## config.mk

```make
export PLATFORM = sky130hd
export DESIGN_NAME = mem_port_arbiter_flat
export DESIGN_NICKNAME = d
export VERILOG_FILES = /design/src/rtl/mem_port_arbiter_if.sv /design/src/rtl/mem_port_arbiter.sv /design/src/flat_wrapper.sv
export SDC_FILE = /design/constraint.sdc
export NUM_CORES = 1
export LEC_CHECK = 0
export ABC_AREA = 0
export BUFFER_PORTS_ARGS = -buffer_cell sky130_fd_sc_hd__buf_2
export CORE_MARGIN = 4
export CORE_UTILIZATION = 32
export DETAILED_ROUTE_END_ITERATION = 7
export MAX_ROUTING_LAYER = met4
export PLACE_DENSITY = 0.51
export RECOVER_POWER = 100
export SLEW_MARGIN = 20
export SYNTH_ARGS = -nofsm -noshare
export SYNTH_HDL_FRONTEND = slang
export SYNTH_SLANG_ARGS = --single-unit
```

## constraint.sdc

```tcl
create_clock -name clk -period 3.11 [get_ports clk]
set_input_delay 0.622 -clock clk [delete_from_list [all_inputs] [get_ports clk]]
set_output_delay 0.622 -clock clk [all_outputs]
set_load 0.02 [all_outputs]
```

## src/rtl/mem_port_arbiter_if.sv

```systemverilog
// Core-side (I and D) request/response signals plus the shared memory port.
// The arbiter connects through master; the core/memory environment through slave.
interface mem_port_arbiter_if #(
    parameter int DataWidth = 32,
    parameter int Address   = 8
);
    logic                 i_request;
    logic                 i_we_re;
    logic [3:0]           i_mask;
    logic [Address-1:0]   i_address;
    logic [DataWidth-1:0] i_data_in;
    logic                 i_valid;
    logic                 i_error;
    logic [DataWidth-1:0] i_data_out;

    logic                 d_request;
    logic                 d_we_re;
    logic [3:0]           d_mask;
    logic [Address-1:0]   d_address;
    logic [DataWidth-1:0] d_data_in;
    logic                 d_valid;
    logic                 d_error;
    logic [DataWidth-1:0] d_data_out;

    logic                 mem_request;
    logic                 mem_we_re;
    logic [3:0]           mem_mask;
    logic [Address-1:0]   mem_address;
    logic [DataWidth-1:0] mem_data_in;
    logic                 mem_valid;
    logic [DataWidth-1:0] mem_data_out;

    modport master (
        input  i_request, i_we_re, i_mask, i_address, i_data_in,
        output i_valid, i_error, i_data_out,
        input  d_request, d_we_re, d_mask, d_address, d_data_in,
        output d_valid, d_error, d_data_out,
        output mem_request, mem_we_re, mem_mask, mem_address, mem_data_in,
        input  mem_valid, mem_data_out
    );

    modport slave (
        output i_request, i_we_re, i_mask, i_address, i_data_in,
        input  i_valid, i_error, i_data_out,
        output d_request, d_we_re, d_mask, d_address, d_data_in,
        input  d_valid, d_error, d_data_out,
        input  mem_request, mem_we_re, mem_mask, mem_address, mem_data_in,
        output mem_valid, mem_data_out
    );
endinterface

```

## src/rtl/mem_port_arbiter.sv

```systemverilog
// Shares one memory port between I and D requesters; request-to-valid latency is 3 cycles minimum.
// No backpressure: a repeat request while pending is dropped; ARB_RR_EN selects round-robin over fixed D>I.
module mem_port_arbiter #(
    parameter int DataWidth = 32,
    parameter int Address   = 8,
    parameter int Timeout   = 16
) (
    input  logic                clk,
    input  logic                rst,
    mem_port_arbiter_if.master  bus,
    output logic                busy
);
    typedef enum logic [1:0] {IDLE, ISSUE, WAIT, RESP} state_t;

    typedef struct packed {
        logic                 we_re;
        logic [3:0]           mask;
        logic [Address-1:0]   address;
        logic [DataWidth-1:0] data_in;
    } hold_t;

    localparam logic [7:0] TimeoutCnt = 8'(Timeout);

    state_t               state, state_n;
    logic                 grant, grant_n;      // 1 = D side owns the memory port
    logic                 pending_i, pending_d;
    hold_t                hold_i, hold_d, hold_sel;
    logic [7:0]           cnt;
    logic                 timed_out;
    logic                 winner_d;
    logic                 resp_i, resp_d;
    logic                 cap_i, cap_d;
    logic [DataWidth-1:0] rd_data;

`ifdef ARB_RR_EN
    logic rr_last_d;
    // Pointer moves only on contested arbitration, so an uncontested grant does not steal the next turn.
    assign winner_d = pending_d && (!pending_i || !rr_last_d);
`else
    assign winner_d = pending_d;
`endif

    assign resp_i   = (state == RESP) && !grant;
    assign resp_d   = (state == RESP) && grant;
    assign cap_i    = bus.i_request && (!pending_i || resp_i);
    assign cap_d    = bus.d_request && (!pending_d || resp_d);
    assign hold_sel = grant_n ? hold_d : hold_i;
    assign rd_data  = (timed_out || bus.mem_we_re) ? '0 : bus.mem_data_out;

    always_comb begin
        state_n   = state;
        grant_n   = grant;
        timed_out = 1'b0;
        case (state)
            IDLE: begin
                if (pending_i || pending_d) begin
                    state_n = ISSUE;
                    grant_n = winner_d;
                end
            end
            ISSUE, WAIT: begin
                if (bus.mem_valid) begin
                    state_n = RESP;
                end else if (cnt == TimeoutCnt) begin
                    state_n   = RESP;
                    timed_out = 1'b1;
                end else begin
                    state_n = WAIT;
                end
            end
            RESP:    state_n = IDLE;
            default: state_n = IDLE;
        endcase
    end

    always_ff @(posedge clk) begin
        if (rst) begin
            state           <= IDLE;
            grant           <= 1'b0;
            busy            <= 1'b0;
            pending_i       <= 1'b0;
            pending_d       <= 1'b0;
            hold_i          <= '0;
            hold_d          <= '0;
            cnt             <= '0;
            bus.mem_request <= 1'b0;
            bus.mem_we_re   <= 1'b0;
            bus.mem_mask    <= '0;
            bus.mem_address <= '0;
            bus.mem_data_in <= '0;
            bus.i_valid     <= 1'b0;
            bus.i_error     <= 1'b0;
            bus.i_data_out  <= '0;
            bus.d_valid     <= 1'b0;
            bus.d_error     <= 1'b0;
            bus.d_data_out  <= '0;
`ifdef ARB_RR_EN
            rr_last_d       <= 1'b0;
`endif
        end else begin
            state <= state_n;
            grant <= grant_n;
            busy  <= (state_n != IDLE);

            if (cap_i) begin
                pending_i <= 1'b1;
                hold_i    <= {bus.i_we_re, bus.i_mask, bus.i_address, bus.i_data_in};
            end else if (resp_i) begin
                pending_i <= 1'b0;
            end

            if (cap_d) begin
                pending_d <= 1'b1;
                hold_d    <= {bus.d_we_re, bus.d_mask, bus.d_address, bus.d_data_in};
            end else if (resp_d) begin
                pending_d <= 1'b0;
            end

            if (state_n == ISSUE) begin
                cnt <= 8'd1;
            end else if (state_n == WAIT) begin
                cnt <= cnt + 8'd1;
            end

            // Memory fields are loaded once on entry to ISSUE and held until the next grant.
            bus.mem_request <= (state_n == ISSUE);
            if (state_n == ISSUE) begin
                bus.mem_we_re   <= hold_sel.we_re;
                bus.mem_mask    <= hold_sel.mask;
                bus.mem_address <= hold_sel.address;
                bus.mem_data_in <= hold_sel.data_in;
            end

            bus.i_valid    <= (state_n == RESP) && !grant;
            bus.i_error    <= (state_n == RESP) && !grant && timed_out;
            bus.i_data_out <= ((state_n == RESP) && !grant) ? rd_data : '0;
            bus.d_valid    <= (state_n == RESP) && grant;
            bus.d_error    <= (state_n == RESP) && grant && timed_out;
            bus.d_data_out <= ((state_n == RESP) && grant) ? rd_data : '0;

`ifdef ARB_RR_EN
            if (state == IDLE && pending_i && pending_d) begin
                rr_last_d <= grant_n;
            end
`endif
        end
    end
endmodule

```

## src/flat_wrapper.sv

```systemverilog
// flat-port wrapper written by rule: the top's interface ports become plain ports
module mem_port_arbiter_flat 
#(
    parameter int DataWidth = 32,
    parameter int Address   = 8,
    parameter int Timeout   = 16
)
  (clk, rst, busy, bus_i_request, bus_i_we_re, bus_i_mask, bus_i_address, bus_i_data_in, bus_i_valid, bus_i_error, bus_i_data_out, bus_d_request, bus_d_we_re, bus_d_mask, bus_d_address, bus_d_data_in, bus_d_valid, bus_d_error, bus_d_data_out, bus_mem_request, bus_mem_we_re, bus_mem_mask, bus_mem_address, bus_mem_data_in, bus_mem_valid, bus_mem_data_out);
  mem_port_arbiter_if #(.DataWidth(DataWidth), .Address(Address)) bus_i ();
  input  logic clk;
  input  logic rst;
  output logic busy;
  input wire logic [$bits(bus_i.i_request)-1:0] bus_i_request;
  input wire logic [$bits(bus_i.i_we_re)-1:0] bus_i_we_re;
  input wire logic [$bits(bus_i.i_mask)-1:0] bus_i_mask;
  input wire logic [$bits(bus_i.i_address)-1:0] bus_i_address;
  input wire logic [$bits(bus_i.i_data_in)-1:0] bus_i_data_in;
  output wire logic [$bits(bus_i.i_valid)-1:0] bus_i_valid;
  output wire logic [$bits(bus_i.i_error)-1:0] bus_i_error;
  output wire logic [$bits(bus_i.i_data_out)-1:0] bus_i_data_out;
  input wire logic [$bits(bus_i.d_request)-1:0] bus_d_request;
  input wire logic [$bits(bus_i.d_we_re)-1:0] bus_d_we_re;
  input wire logic [$bits(bus_i.d_mask)-1:0] bus_d_mask;
  input wire logic [$bits(bus_i.d_address)-1:0] bus_d_address;
  input wire logic [$bits(bus_i.d_data_in)-1:0] bus_d_data_in;
  output wire logic [$bits(bus_i.d_valid)-1:0] bus_d_valid;
  output wire logic [$bits(bus_i.d_error)-1:0] bus_d_error;
  output wire logic [$bits(bus_i.d_data_out)-1:0] bus_d_data_out;
  output wire logic [$bits(bus_i.mem_request)-1:0] bus_mem_request;
  output wire logic [$bits(bus_i.mem_we_re)-1:0] bus_mem_we_re;
  output wire logic [$bits(bus_i.mem_mask)-1:0] bus_mem_mask;
  output wire logic [$bits(bus_i.mem_address)-1:0] bus_mem_address;
  output wire logic [$bits(bus_i.mem_data_in)-1:0] bus_mem_data_in;
  input wire logic [$bits(bus_i.mem_valid)-1:0] bus_mem_valid;
  input wire logic [$bits(bus_i.mem_data_out)-1:0] bus_mem_data_out;
  assign bus_i.i_request = bus_i_request;
  assign bus_i.i_we_re = bus_i_we_re;
  assign bus_i.i_mask = bus_i_mask;
  assign bus_i.i_address = bus_i_address;
  assign bus_i.i_data_in = bus_i_data_in;
  assign bus_i_valid = bus_i.i_valid;
  assign bus_i_error = bus_i.i_error;
  assign bus_i_data_out = bus_i.i_data_out;
  assign bus_i.d_request = bus_d_request;
  assign bus_i.d_we_re = bus_d_we_re;
  assign bus_i.d_mask = bus_d_mask;
  assign bus_i.d_address = bus_d_address;
  assign bus_i.d_data_in = bus_d_data_in;
  assign bus_d_valid = bus_i.d_valid;
  assign bus_d_error = bus_i.d_error;
  assign bus_d_data_out = bus_i.d_data_out;
  assign bus_mem_request = bus_i.mem_request;
  assign bus_mem_we_re = bus_i.mem_we_re;
  assign bus_mem_mask = bus_i.mem_mask;
  assign bus_mem_address = bus_i.mem_address;
  assign bus_mem_data_in = bus_i.mem_data_in;
  assign bus_i.mem_valid = bus_mem_valid;
  assign bus_i.mem_data_out = bus_mem_data_out;
  mem_port_arbiter #(.DataWidth(DataWidth), .Address(Address), .Timeout(Timeout)) u_core (.clk(clk), .rst(rst), .bus(bus_i), .busy(busy));
endmodule
```

Word level (Yosys, flattened, before mapping) --
Cells that the tools add are included.
Storage, ports and cells: flip-flop bits (word level) 218, latch bits 0, bits in writable memories 0, ROM bits 0, logic and storage cells 77, memories kept 0
Operators by class: add/subtract/negate cells 1, multipliers 0, divide/modulo/power cells 0, $lt $le $gt $ge 0, equality and inequality tests 7, shift operators 0, multiplexer cells 17, bitwise operators 2, reductions and logical operators 24
Operator list (number):
- 45-bit two-way mux | 1
- 32-bit two-way mux | 1
- 1-bit two-way mux | 12
- 8-bit by 1-bit adder with 8-bit output, second input constant | 1
- 2-bit equality test, second input constant | 4
- 8-bit by 5-bit equality test with 1-bit output, second input constant | 1
- 1-bit logical AND | 8
- 2-bit nonzero test | 4
- 2-bit OR reduction | 4
- 2-bit case mux with 3 select lines | 1
- 2-bit by 1-bit equality test with 1-bit output, second input constant | 2
- 1-bit logical OR | 4
- 2-bit two-way mux | 2
- 1-bit logical NOT | 3
- 2-bit logical NOT | 1
- 1-bit NOT | 2

Depth between registers and ports, before layout --
Gate-level depths: netlist (run 1).
word-level depth 8, gate-level depth with buffers 11, gate-level depth less buffers 10

Least setup slack after synthesis (run 1) --
Ideal clock, no wire load.
path kind register to register, start point register u_core.cnt[0], end point register u_core.bus.mem_address[2], library setup time 0.154 ns, arrival 2.172 ns, required time 2.956 ns, setup slack 0.783 ns, stages on the path, launching flop included 11, buffers on the path 2, period minus slack after synthesis 2.327 ns, cell sequence dfxtp_1 inv_1 ha_1 and4bb_2 nand2_1 a221o_1 inv_1 ha_1 clkbuf_1 clkbuf_1 a311oi_2
On the way: word-level cells in the longest chain between the ends 5
RTL lines:
- from (decl) | line mem_port_arbiter.sv:28 | logic [7:0] cnt;
- from (signal assigned) | line mem_port_arbiter.sv:122 | cnt <= cnt + 8'd1;
- 8-bit by 5-bit equality test with 1-bit output | line mem_port_arbiter.sv:64 | end else if (cnt == TimeoutCnt) begin
- 1-bit two-way mux | line mem_port_arbiter.sv:64
- 2-bit two-way mux | line mem_port_arbiter.sv:62 | if (bus.mem_valid) begin
- 2-bit case mux with 3 select lines | line mem_port_arbiter.sv:54 | case (state)
- via u_core.state_n[0] | line mem_port_arbiter.sv:24 | state_t state, state_n;
- 2-bit by 1-bit equality test with 1-bit output | line mem_port_arbiter.sv:127 | if (state_n == ISSUE) begin
- to (signal assigned) | line mem_port_arbiter.sv:130 | bus.mem_address <= hold_sel.address;
- to (decl) | line mem_port_arbiter_if.sv:38 | output mem_request, mem_we_re, mem_mask, mem_address, mem_data_in,
The timed path passes the listed nets, and every way through them passes these cells. A chain may end at the register's enable or synchronous reset.

Worst setup path after layout (run 1) --
start point register u_core.cnt[0], end point register u_core.bus.mem_data_in[0]
On the way: word-level cells in the longest chain between the ends 5
RTL lines:
- 8-bit by 5-bit equality test with 1-bit output | line mem_port_arbiter.sv:64
- 1-bit two-way mux | line mem_port_arbiter.sv:64
- 2-bit two-way mux | line mem_port_arbiter.sv:62
- 2-bit case mux with 3 select lines | line mem_port_arbiter.sv:54
- via u_core.state_n[0] | line mem_port_arbiter.sv:24
- 2-bit by 1-bit equality test with 1-bit output | line mem_port_arbiter.sv:127
- to (signal assigned) | line mem_port_arbiter.sv:131 | bus.mem_data_in <= hold_sel.data_in;
- to (decl) | line mem_port_arbiter_if.sv:38
The timed path passes the listed nets, and every way through them passes these cells.

==> impl_metrics.env, run 1 <==
export IMPL_drtAntennaViolNets=0
export IMPL_timing_final_crit_share=0.8456
export IMPL_fillCellCount=2590
export IMPL_cts_tree="built"
export IMPL_synth_fp_nets=1042
export IMPL_synth_top_area_share=0.5627
export IMPL_layout_nets=1262
export IMPL_leakagePower_nw=3.879
export IMPL_seqPwrFrac=0.359
export IMPL_place_hpwl_mm=15.10
export IMPL_dieArea_um2=26790
export IMPL_wl_per_cell_um=15.28
export IMPL_syn_area_per_cell_um2=8.570
export IMPL_routed_wl_mm=22.36
export IMPL_tightest_slew_ps=1756
export IMPL_seq_area_frac_synth=0.5627
export IMPL_drc=0
export IMPL_cts_buffers=25
export IMPL_ctsHoldBuffers=0
export IMPL_syn_inst=905
export IMPL_layout_common_cells="278 x nand2_1, 218 x dfxtp_1, 125 x buf_2, 124 x nor2_1, 119 x clkbuf_1"
export IMPL_p_switching_w=0.003251
export IMPL_synth_simple_area_share=0.2367
export IMPL_core_um2=23680
export IMPL_worstPathArrival_ps=3030
export IMPL_drive_above_1_share=0.1741
export IMPL_yosys_register_bits=218
export IMPL_synthTopCellsByArea="dfxtp_1 56%, nand2_1 13%, a21oi_1 6.1%, nor2_1 6.0%, a311oi_1 4.0%"
export IMPL_fin_skew_ps=10.31
export IMPL_grt_ovfl_total=0
export IMPL_setup_worst_path_class="reg2reg"
export IMPL_fin_util=0.4202
export IMPL_vias_per_cell=4.511
export IMPL_tns_ps=0
export IMPL_reg2reg_slack_ps=480
export IMPL_cts_sinks=218
export IMPL_yosys_warnings=0
export IMPL_h_tree_depth=1
export IMPL_p_int_w=0.006169
export IMPL_synthXorXnorAreaFrac=0.004517
export IMPL_synth_ff_type="dfxtp_1"
export IMPL_clock_root_buffer="clkbuf_16"
export IMPL_max_cap_viol_count=1
export IMPL_grtUsageTotal=0.1631
export IMPL_startpoint_type="flip-flop"
export IMPL_outcome="finished, violations left"
export IMPL_ir_worst_vdd_uv=415.7
export IMPL_worstPathRequired_ps=3510
export IMPL_post_cts_setup_buffers=0
export IMPL_grt_first_pass_wirelength_mm=34.32
export IMPL_drtIter0Drc=285
export IMPL_die_w_um=163.7
export IMPL_post_route_min_period_ps=2630
export IMPL_final_cells=1463
export IMPL_grtUsageMet1=0.2124
export IMPL_violations="capacitance limit, slew limit"
export IMPL_drv_slew=38
export IMPL_swShare=0.3451
export IMPL_synth_compound_area_frac=0.1321
export IMPL_syn_to_final_growth_pct=28.31
export IMPL_start_util=0.3275
export IMPL_async_flop_share=0
export IMPL_final_hold_violation_count=0
export IMPL_slowest_stage="ha_4"
export IMPL_yosys_area_top_type="dfxtp_1"
export IMPL_cp_cell_sequence="inv_1, ha_1, and4bb_2, nand2_1, a221o_1, inv_1, ha_4, clkbuf_2, nor2_1, a311oi_2"
export IMPL_final_common_cell="nand2_1"
export IMPL_globalplace_congestion=0.7686
export IMPL_antenna_found_initial=1
export IMPL_dpl_cell_count=1417
export IMPL_clk_path_buf_depth=3
export IMPL_fp_dieH_um=163.7
export IMPL_path_common_cell="inv_1"
export IMPL_hold_path_class="in2reg"
export IMPL_finalSetupViolations=0
export IMPL_grt_max_degree=69
export IMPL_gr_max_usage_layer="met2"
export IMPL_ys_types=33
export IMPL_synth_fa_ha_area_frac=0.01613
export IMPL_clk_pin_slew_worst_paths_ps=60
export IMPL_relSlewSlack=-0.1708
export IMPL_powerDensity_nw_per_um2=946.5
export IMPL_synth_top_family_by_area="simple AND/OR/NAND/NOR gates"
export IMPL_grt_use_met3=0.03558
export IMPL_synth_edff_count=0
export IMPL_io_pins=242
export IMPL_rows=56
export IMPL_pwr_share_comb=0.311
export IMPL_rsz0062_at_grt="false"
export IMPL_cp_end_kind="flip-flop"
export IMPL_synthMuxAreaShare=0.001291
export IMPL_grt_pass1_vias=6363
export IMPL_fmax_mhz=380.2
export IMPL_use_met2=0.2625
export IMPL_cp_max_fo=35
export IMPL_clkLatencyLatePin_ps=500
export IMPL_port_buffer_count=241
export IMPL_max_stage_delay_ps=420
export IMPL_cts_resized_gates=0
export IMPL_power_frac_clock=0.330
export IMPL_syn_area_um2=7756
export IMPL_vias=6600
export IMPL_drt_first_pass_iters=5
state kept, by name, indices dropped and copies added, names as in the netlist, 2 cells and up:
| signal | count |
|---|---|
| u_core.hold_i | 45 |
| u_core.state | 2 |
| u_core.bus.d_data_out | 32 |
| u_core.bus.mem_data_in | 32 |
| u_core.bus.mem_mask | 4 |
| u_core.hold_d | 45 |
| u_core.cnt | 8 |
| u_core.bus.mem_address | 8 |
| u_core.bus.i_data_out | 32 |
per-stage QoR:
stage	hold WS [ps]	power [W]	setup slack, ps	area [µm²]
6_report	314.7	0.009419	480.1	9952
5_1_grt	301.5	0.01003	232.5	9952
4_1_cts	285.4	0.009658	595.8	10110
3_5_place_dp	446.7	0.006497	625.9	9224
3_3_place_gp	442.7	0.006454	684.0	9224
2_1_floorplan	436.6	0.005582	783.4	7756
per-layer routing:
metal	up-vias	part of all wire	routed length, µm
met5	-	0	0
met4	0	0.014	311
met3	24	0.075	1684
met2	204	0.45	10150
met1	2981	0.46	10210
li1	3391	-	-
critical path: cells and delay by family, from the launching register on:
kind,cells,cell delay (ps)
AOI/OAI and AO/OA,2,620
adders and majority gates,2,550
buffers and inverters,3,580
DFF,1,350
and+or+nand+nor,3,400
path summary, 6_finish.rpt:
kind                                                      from                                     end  depth (start not counted)
worst min register to register  u_core.hold_d[36]$_SDFFE_PP0P_          u_core.hold_d[36]$_SDFFE_PP0P_                          2
worst min-delay path                             bus_mem_valid           u_core.bus.d_error$_SDFF_PP0_                          2
worst max-delay path                u_core.cnt[0]$_SDFFE_PP0P_  u_core.bus.mem_data_in[0]$_SDFFE_PP0N_                         10
worst max register to register      u_core.cnt[0]$_SDFFE_PP0P_  u_core.bus.mem_data_in[0]$_SDFFE_PP0N_                         10
cells in the mapped netlist, types with 2 or more instances:
library cell	number
a311oi_1	35
buf_6	9
xor2_1	3
o21ai_0	2
a21boi_2	3
or3_1	2
nor2b_1	2
a21bo_2	2
dfxtp_1	218
nand2b_1	33
ha_1	10
a21oi_1	94
nand4_1	2
inv_1	6
a311oi_2	10
buf_2	25
nor3_1	4
nand2_1	278
clkbuf_1	29
nand3_1	2
nor2_1	124
power groups by stage:
stage / Sequential (W) / Combinational (W) / Clock (W)
floorplan: 0.00372 / 0.00186 / 0
global placement: 0.00343 / 0.00302 / 0
detailed placement: 0.00343 / 0.00307 / 0
CTS: 0.00337 / 0.00308 / 0.00320
global route: 0.00342 / 0.00328 / 0.00333
finish: 0.00338 / 0.00293 / 0.00311
cells by family after synthesis:
logic type      Yosys count
flops                   218
compound gates          149
buf+inv                  70
mux                       1
fa+ha+maj                10
xor+xnor                  4
simple gates            453
layout make-up:
type | count | area, µm² | share of cell area
Antenna cell | 1 | 2.502 | 0.0002514
Clock buffer | 35 | 733.2 | 0.07367
Clock inverter | 10 | 156.4 | 0.01572
Inverter | 6 | 22.52 | 0.002263
Multi-Input combinational cell | 617 | 3053 | 0.3068
Sequential cell | 218 | 4364 | 0.4385
Tap cell | 319 | 399.1 | 0.04011
Timing Repair Buffer | 257 | 1221 | 0.1227
Note: power is estimated with default switching activity, not from simulation.
==> run 2, diff against run 1 <==
--- a/config.mk
+++ b/config.mk
@@ -11,7 +11,7 @@
 export CORE_UTILIZATION = 32
 export DETAILED_ROUTE_END_ITERATION = 7
 export MAX_ROUTING_LAYER = met4
-export PLACE_DENSITY = 0.51
+export PLACE_DENSITY = 0.53
 export RECOVER_POWER = 100
 export SLEW_MARGIN = 20
 export SYNTH_ARGS = -nofsm -noshare
==> constraint.sdc (replaced) <==
create_clock -name clk -period 2.3 [get_ports clk]
set_input_delay 0.46 -clock clk [delete_from_list [all_inputs] [get_ports clk]]
set_output_delay 0.46 -clock clk [all_outputs]
set_load 0.02 [all_outputs]
==> impl_metrics.env, run 2 (synthesis results as in run 1) <==
export IMPL_outcome="completed"
export IMPL_clk_path_buf_depth=3
export IMPL_drive_above_1_share=0.1740
export IMPL_rsz0062_at_grt="true"
export IMPL_clock_root_buffer="clkbuf_16"
export IMPL_power_w=0.01262
export IMPL_tightest_slew_ps=964.8
export IMPL_core_um2=23680
export IMPL_die_w_um=163.7
export IMPL_powerDensity_nw_per_um2=1271
export IMPL_regArea_um2=4364
export IMPL_io_pins=242
export IMPL_globalplace_congestion=0.7106
export IMPL_final_hold_violation_count=0
export IMPL_grtUsageTotal=0.1610
export IMPL_r2r_end="u_core.bus.d_data_out[15]$_SDFF_PP0_"
export IMPL_hold_path_class="in2reg"
export IMPL_vias_per_cell=4.598
export IMPL_grt_pass1_vias=6345
export IMPL_min_delay_path_depth=2
export IMPL_max_cap_viol_count=0
export IMPL_clk_pin_slew_worst_paths_ps=60
export IMPL_start_util=0.3275
export IMPL_fillCellCount=2519
export IMPL_fp_dieH_um=163.7
export IMPL_setup_worst_path_class="reg2reg"
export IMPL_finalSetupViolations=0
export IMPL_layout_nets=1268
export IMPL_ir_worst_vdd_uv=821.6
export IMPL_antenna_found_initial=2
export IMPL_reg2regPathDepth=11
export IMPL_dieArea_um2=26790
export IMPL_routed_wl_mm=22.58
export IMPL_grt_ovfl_total=0
export IMPL_wl_per_cell_um=15.41
export IMPL_port_buffer_count=241
export IMPL_drtAntennaViolNets=0
export IMPL_reg2reg_slack_ps=110
export IMPL_top_regs="u_core.hold_d x45, u_core.hold_i x45"
export IMPL_final_cells=1465
export IMPL_multiInputGateArea_um2=3059
export IMPL_slowest_stage="a221o_1"
export IMPL_fin_skew_ps=7.376
export IMPL_max_stage_delay_ps=320
export IMPL_fin_util=0.4191
export IMPL_fmax_mhz=456.7
export IMPL_cp_end_kind="flip-flop"
export IMPL_syn_to_final_growth_pct=27.97
export IMPL_post_cts_setup_buffers=0
export IMPL_cts_buffers=24
export IMPL_worstPathArrival_ps=2620
export IMPL_startpoint_type="flip-flop"
export IMPL_cts_sinks=218
export IMPL_clkLatencyLatePin_ps=500
export IMPL_timing_final_crit_share=0.9520
export IMPL_leakagePower_nw=3.856
export IMPL_h_tree_depth=1
export IMPL_worstPathRequired_ps=2730
export IMPL_ctsHoldBuffers=0
export IMPL_grt_first_pass_wirelength_mm=33.89
export IMPL_drtIter0Drc=431
export IMPL_final_area_um2=9926
export IMPL_post_route_min_period_ps=2190
export IMPL_finalHoldWorstSlack_ps=160.1
export IMPL_min_to="u_core.bus.d_error$_SDFF_PP0_"
export IMPL_placed_area_um2=9344
export IMPL_drv_slew=0
export IMPL_relSlewSlack=0.3568
export IMPL_drt_first_pass_iters=4
export IMPL_cts_tree="built"
export IMPL_rows=56
export IMPL_place_hpwl_mm=14.64
export IMPL_worstHoldStart="bus_mem_valid"
export IMPL_grt_max_degree=84
export IMPL_dpl_cell_count=1423
export IMPL_final_common_cell="nand2_1"
export IMPL_cp_cell_sequence="inv_1, ha_1, and4bb_2, nand2_1, a221o_1, inv_1, ha_1, and3b_1, nand2_1, clkbuf_4, nor2_1"
export IMPL_drc=0
export IMPL_cp_max_fo=32
export IMPL_worstReg2RegStart="u_core.cnt[0]$_SDFFE_PP0P_"
export IMPL_layout_common_cells="278 x nand2_1, 218 x dfxtp_1, 126 x buf_2, 124 x nor2_1, 124 x clkbuf_1"
export IMPL_vias=6736
-- run 2: cell count changes in the layout (fill, tap and decap cells not counted), moves of 2 or more --
| cell | delta |
|---|---|
| a311oi_2 | +2 |
| a21bo_1 | -2 |
| a311oi_1 | -2 |
| clkinv_2 | -2 |
| clkbuf_1 | +5 |
| clkbuf_2 | -2 |
| bufinv_16 | -3 |
| clkbuf_8 | -4 |
| a21bo_2 | +2 |
| buf_4 | +3 |
| buf_12 | +2 |
-- run 2: layout make-up --
class	instances	share of cell area
clock buffers	36	0.07021
multi-input cells	617	0.3082
well taps	319	0.04021
clock inverters	3	0.004034
flip-flops and latches	218	0.4397
diodes	2	0.0005042
inverters	6	0.002269
repair buffers	264	0.1349
-- run 2: worst max-delay path by stage --
| stage | startpoint | to | slack, ps | cells after the start |
|---|---|---|---|---|
| final | u_core.cnt[0]$_SDFFE_PP0P_ | u_core.bus.d_data_out[15]$_SDFF_PP0_ | 110 | 11 |
| after global routing | u_core.cnt[0]$_SDFFE_PP0P_ | u_core.bus.mem_address[0]$_SDFFE_PP0N_ | -10 | 11 |
| after CTS | u_core.cnt[0]$_SDFFE_PP0P_ | u_core.bus.mem_data_in[11]$_SDFFE_PP0N_ | 110 | 11 |
| after detailed placement | u_core.cnt[0]$_SDFFE_PP0P_ | u_core.bus.mem_data_in[19]$_SDFFE_PP0N_ | 130 | 11 |
| after global placement | u_core.cnt[0]$_SDFFE_PP0P_ | u_core.bus.mem_data_in[18]$_SDFFE_PP0N_ | 190 | 11 |
| after floorplan | u_core.cnt[0]$_SDFFE_PP0P_ | u_core.bus.mem_address[2]$_SDFFE_PP0N_ | 10 | 11 |
-- run 2: per-layer routing --
layer / up-vias / GRT usage / wire [µm]
li1: 3396 / - / -
met1: 3112 / 0.2119 / 10370
met2: 202 / 0.2582 / 10270
met3: 26 / 0.03331 / 1580
met4: 0 / 0.03317 / 358
met5: - / - / 0
-- run 2: through the flow --
step | setup TNS [ps] | worst slack, ps
after floorplan | 0 | 9.690
after global placement | 0 | 192.2
after detailed placement | 0 | 127.7
after CTS | 0 | 109.3
after global routing | -13.18 | -11.68
final | 0 | 110.5
-- run 2: repair_timing --
action                                  CTS  global route
resized for setup                         0             3
endpoints found under the setup margin    0            42
endpoints found under the hold margin     0             0
-- run 2: report_power, final --
part / switching (W) / internal (W)
Sequential: 0.000264 / 0.00431
Combinational: 0.00279 / 0.00163
Clock: 0.00144 / 0.00218
Total: 0.00450 / 0.00812
-- run 2: critical path: cells and delay by family (launching register included) --
| kind | cells | cell delay [ps] |
|---|---|---|
| flops | 1 | 310 |
| buf+inv | 3 | 430 |
| compound gates | 1 | 320 |
| simple gates | 5 | 760 |
| fa+ha+maj | 2 | 290 |
